File: src/rtl/pipe_stage_reg.sv
// Valid/ready pipeline stage register carrying instr/pc/exc/bd, with redirect bubbles for req/eret/flush.
// Define PIPE_SKID_EN for the 2-entry skid buffer with registered in_ready; otherwise a single slot.
module pipe_stage_reg #(
    parameter int unsigned DATA_W     = 32,
    parameter int unsigned EXC_W      = 5,
    parameter logic [31:0] RESET_PC   = 32'h0000_3000,
    parameter logic [31:0] HANDLER_PC = 32'h0000_4180
) (
    input  logic              clk,
    input  logic              reset,
    input  logic              in_valid,
    output logic              in_ready,
    input  logic [DATA_W-1:0] in_instr,
    input  logic [31:0]       in_pc,
    input  logic [EXC_W-1:0]  in_exc,
    input  logic              in_bd,
    output logic              out_valid,
    input  logic              out_ready,
    output logic [DATA_W-1:0] out_instr,
    output logic [31:0]       out_pc,
    output logic [EXC_W-1:0]  out_exc,
    output logic              out_bd,
    input  logic              flush,
    input  logic              req,
    input  logic              eret,
    input  logic [31:0]       epc,
    input  logic              eret_bd,
    output logic [1:0]        occ
);

    logic              main_valid;
    logic [DATA_W-1:0] main_instr;
    logic [31:0]       main_pc;
    logic [EXC_W-1:0]  main_exc;
    logic              main_bd;

    logic              skid_valid;
    logic [DATA_W-1:0] skid_instr;
    logic [31:0]       skid_pc;
    logic [EXC_W-1:0]  skid_exc;
    logic              skid_bd;

    logic redirect;
    logic accept;
    logic emit;
    logic main_free;
    logic take_skid;

    assign redirect  = req | eret | flush;
    assign emit      = main_valid & out_ready;
    assign main_free = emit | ~main_valid;
    assign accept    = in_valid & in_ready;

`ifdef PIPE_SKID_EN
    // in_ready depends only on the skid register, so out_ready never reaches it.
    assign in_ready  = ~skid_valid & ~redirect & ~reset;
    assign take_skid = skid_valid & main_free;

    always_ff @(posedge clk or posedge reset) begin
        if (reset) begin
            skid_valid <= 1'b0;
            skid_instr <= '0;
            skid_pc    <= '0;
            skid_exc   <= '0;
            skid_bd    <= 1'b0;
        end else if (redirect) begin
            skid_valid <= 1'b0;
        end else if (accept && !main_free) begin
            skid_valid <= 1'b1;
            skid_instr <= in_instr;
            skid_pc    <= in_pc;
            skid_exc   <= in_exc;
            skid_bd    <= in_bd;
        end else if (take_skid) begin
            skid_valid <= 1'b0;
        end
    end
`else
    assign in_ready   = main_free & ~redirect & ~reset;
    assign take_skid  = 1'b0;
    assign skid_valid = 1'b0;
    assign skid_instr = '0;
    assign skid_pc    = '0;
    assign skid_exc   = '0;
    assign skid_bd    = 1'b0;
`endif

    always_ff @(posedge clk or posedge reset) begin
        if (reset) begin
            main_valid <= 1'b0;
            main_instr <= '0;
            main_pc    <= RESET_PC;
            main_exc   <= '0;
            main_bd    <= 1'b0;
        end else if (req) begin
            main_valid <= 1'b0;
            main_instr <= '0;
            main_pc    <= HANDLER_PC;
            main_exc   <= '0;
            main_bd    <= 1'b0;
        end else if (eret) begin
            main_valid <= 1'b0;
            main_instr <= '0;
            main_pc    <= epc;
            main_exc   <= '0;
            main_bd    <= eret_bd;
        end else if (flush) begin
            main_valid <= 1'b0;
            main_instr <= '0;
            main_pc    <= '0;
            main_exc   <= '0;
            main_bd    <= 1'b0;
        end else if (take_skid) begin
            main_valid <= 1'b1;
            main_instr <= skid_instr;
            main_pc    <= skid_pc;
            main_exc   <= skid_exc;
            main_bd    <= skid_bd;
        end else if (accept && main_free) begin
            main_valid <= 1'b1;
            main_instr <= in_instr;
            main_pc    <= in_pc;
            main_exc   <= in_exc;
            main_bd    <= in_bd;
        end else if (emit) begin
            // Drained: keep pc/bd visible as a bubble until the next beat lands.
            main_valid <= 1'b0;
        end
    end

    assign out_valid = main_valid;
    assign out_instr = main_instr;
    assign out_pc    = main_pc;
    assign out_exc   = main_exc;
    assign out_bd    = main_bd;
    assign occ       = {1'b0, main_valid} + {1'b0, skid_valid};

endmodule

File: config.mk
export PLATFORM = sky130hd
export DESIGN_NAME = pipe_stage_reg
export DESIGN_NICKNAME = d
export VERILOG_FILES = /design/src/rtl/pipe_stage_reg.sv
export SDC_FILE = /design/constraint.sdc
export NUM_CORES = 1
export LEC_CHECK = 0
export CAP_MARGIN = 20
export CORE_ASPECT_RATIO = 1.5
export CORE_MARGIN = 3
export CORE_UTILIZATION = 40
export CTS_BUF_LIST = sky130_fd_sc_hd__clkbuf_4 sky130_fd_sc_hd__clkbuf_8
export DETAILED_ROUTE_END_ITERATION = 12
export PLACE_DENSITY = 0.88
export SLEW_MARGIN = 20
export SYNTH_ARGS = -nofsm -noshare
export SYNTH_HDL_FRONTEND = slang
export SYNTH_SLANG_ARGS = --single-unit
File: constraint.sdc
create_clock -name clk -period 7.4 [get_ports clk]
set_clock_uncertainty 0.15 [all_clocks]
set_input_delay 1.48 -clock clk [delete_from_list [all_inputs] [get_ports clk]]
set_output_delay 1.48 -clock clk [all_outputs]
set_load 0.01 [all_outputs]
Word-level counts from Yosys, hierarchy flattened
Index checks and enable logic that the tools add are counted.
{ "word_totals": {"register_bits": 71, "inputBits": 110, "word_cells": 39} }
{ "op_classes": {"mux": 21, "bitwise_logic": 10, "n_reduce_logical": 3} }
{ "op_table": {"columns": ["op", "count"], "rows": [
  ["$mux W32", 8],
  ["$mux W5", 4],
  ["$mux W1", 9],
  ["$reduce_bool A5 Y1", 1],
  ["$and A1 B1 Y1", 4],
  ["$reduce_bool A4 Y1", 1],
  ["$not A1 Y1", 3],
  ["$or A1 B1 Y1", 3],
  ["$logic_and A1 B1 Y1", 1]
]} }

Depth between registers and ports, before layout
{ "depth": {"depth_word": 11, "depth_mapped": 6, "depth_no_buf": 3} }

Worst setup path after synthesis
No wires, ideal clock.
{ "synth_path": {"kind": "input-to-output", "startpoint": "input port req", "endpoint": "output port in_ready", "t_arrival_ns": 2.299, "required_ns": 5.770, "path_slack_ns": 3.471, "cell_stages": 3, "path_buffers": 1, "cell_sequence": "or3_4 > buf_6 > nor3_1"} }
{ "synth_via": {"elab_chain_cells": 5} }
{ "synth_lines": {"columns": ["element", "line", "text"], "rows": [
  ["start: declaration", "24", "input logic req,"],
  ["$or A1 B1 Y1 (2 in series)", "49", "assign redirect = req | eret | flush;"],
  ["$not A1 Y1", "79", "assign in_ready = main_free & ~redirect & ~reset;"],
  ["$and A1 B1 Y1 (2 in series)", "79", null],
  ["end: declaration", "12", "output logic in_ready,"]
]} }
No other way between the ends.

Worst setup path after layout
Ends and elaborated chain as after synthesis.

==> run metrics <==
f_max 193 MHz; WL final ~11000 µm; Seq/Total Area, Yosys 0.512; Unique masters post-synth 28; initial antenna violation count 0; layout cells sized above 1 0.117; root buffer cell clkbuf_8; critical path data arrival time between 3 and 4 ns; vias in the first global route ~3300; post-synthesis cell count 330; TritonCTS buffer count 9; Die ar. 9860 µm²; crit-path most repeated cell clkdlybuf4s50_1; post-synth top area share 0.497; ant diodes 0; minimum clock period around 5.2 ns; Post-CTS Hold Buffers 0; commonest non-fill, non-tap cell in the layout clkdlybuf4s50_1; final setup TNS 0 ns; IO buf count approximately 180; Synth Register Bits just over 70; Mean Syn Cell Area 10.5 µm²; Crit. End Element output pin; max_slew headroom 0.295; Post-DP HPWL 7690 µm; ys flop type dfrtp_1; startpoint types primary input; YS warnings 0; Worst-Skew Late Latency 0.33 ns; Hold Fails Final Rpt 0; Setup violations, final 0; Post-Syn Area around 3500 µm²; number of core rows 41; Clock Path Buffers 2; Die Width 82.1 µm; Routed WL per cell 18.9 µm; H-tree levels 3; max-slew violation count 0; Leakage 2.13 nW; RSZ-0062 raised after global routing false; ANT nets after route 0; Area contributors post-synth dfrtp_1 50%, o31ai_1 5.6%, nand3_1 5.3%, o21ai_0 5.3%, a2bb2oi_1 5.0%; final instance area 5410 µm²; detailed-route via count 3330; grt total ovfl 0; Post-route DRC 0; 1st-pass router iterations 4; worst-margin pin slew between 1 and 1.5 ns; DRT iter0 DRCs 196; Pwr per Cell Area 161 nW/µm²; crit-path leading delay family buffers and inverters; clk slew on worst S/H paths 0.07 ns; most frequent cells in the layout 182 x clkdlybuf4s50_1, 69 x dfrtp_1, 37 x nand3_1, 37 x o21ai_0, 30 x nand2_1; Worst EP required 5.77 ns; maximum VDD drop 0.111 mV; syn_nets 440; area growth from synthesis to layout 55.8%; Hold Crit Class flop to flop; DR vias/cell 5.54; CTS tree done; NumNets Final 599; Initial Util 0.413; Post-synth EDFFs 0; gpl congestion 0.721; largest area contributor in the synthesized netlist dfrtp_1; largest net degree at the start of global routing slightly above 70; slowest stage cell, crit path or3_4; Async SR Flop Fraction 1.00; status completed; crit path max fanout 39; Crit path buffers/inverters 2; global-route usage over all layers 0.231; Fill cells 692; Final Cycle Share 0.699; cell breakdown of the critical path clkdlybuf4s50_1 > or3_4 > nor3_1 > clkdlybuf4s50_1; Max Cap Viol 0; postcts setup bufs 0; Ports 184; crit-path max cell delay 0.66 ns; first-pass GRT wire length 17400 µm; post-CTS sizing 0; core area 8410 µm²; chip height 120 µm; post-place instance area 5230 µm²; clock sink count 71; critical path type primary input to output pin
## logic make-up (layout without fill, tap and decap cells)
kind of cell / count (synthesis) / after routing / synth area share
other: 1 / 1 / 0.00108
DFF: 71 / 71 / 0.512
muxes: 3 / 3 / 0.00972
AOI/OAI and AO/OA: 139 / 139 / 0.296
and+or+nand+nor: 76 / 76 / 0.107
buffers and inverters: 40 / 204 / 0.0735
## routing by layer
| metal | global-route usage | up-vias | wire length (µm) |
|---|---|---|---|
| li1 | - | 1526 | - |
| met1 | 0.277 | 1612 | 4270 |
| met2 | 0.373 | 169 | 5590 |
| met3 | 0.0773 | 23 | 1220 |
| met4 | 0.0925 | 0 | 272 |
| met5 | 0 | - | 0 |
## cells in the mapped netlist (3+ instances only)
library cell,count
a21oi_1,28
a21oi_2,10
a221o_1,3
a2bb2oi_1,20
a2bb2oi_2,10
buf_2,15
buf_4,5
buf_6,9
clkbuf_1,9
dfrtp_1,69
mux2_2,3
nand2_1,30
nand3_1,37
nor2b_1,3
o21ai_0,37
o31ai_1,26
o31ai_2,4
## final timing paths
kind                                 start             to  slack [ns]  cells past startpoint
worst max-delay path                   req       in_ready        2.23                      4
worst min-delay path            out_pc[12]     out_pc[12]        0.36                      1
worst max register to register   out_valid      out_pc[8]        4.88                      4
worst min register to register  out_pc[12]     out_pc[12]        0.36                      1
max in group asynchronous            reset      out_valid        4.83                      3
min in group asynchronous            reset  out_instr[25]        1.67                      3
## where the power goes
part	switching, W	internal (W)
registers	0.00000962	0.000404
clock network	0.000143	0.000142
logic	0.0000681	0.000103
## flip-flops by register name, summed over array words and instances (netlist names)
name and cells:
out_pc 32, out_valid 1, out_exc 5, out_bd 1
out_instr 32
## per-stage QoR
step / utilization / instances / setup slack, ns / hold slack (ns) / total power, W
final: 0.643 / 601 / 2.23 / 0.360 / 0.000869
after global routing: 0.643 / 601 / 2.13 / 0.375 / 0.000910
after CTS: 0.643 / 601 / 2.22 / 0.363 / 0.000878
after detailed placement: 0.622 / 585 / 2.23 / 0.350 / 0.000591
after global placement: 0.622 / 585 / 2.27 / 0.341 / 0.000587
after floorplan: - / 330 / 3.47 / 0.360 / 0.000488
## cell type report
class                      count  area (µm²)  area share
timing repair buffer         187        1860       0.344
sequential                    71        1780       0.329
multi-input combinational    219        1460       0.269
clock buffer                  13         160      0.0296
tap                          107         134      0.0247
clock inverter                 3        18.8     0.00347
inverter                       1        3.75    0.000693
## worst reg2reg max path, delay by kind of cell, from the launching register on
| family | cells | cell delay (ns) |
|---|---|---|
| muxes | 1 | 0.43 |
| and+or+nand+nor | 1 | 0.14 |
| AOI/OAI and AO/OA | 1 | 0.94 |
| DFF | 1 | 0.41 |
| buffers and inverters | 1 | 0.34 |
(Power assumes the default switching activity.)
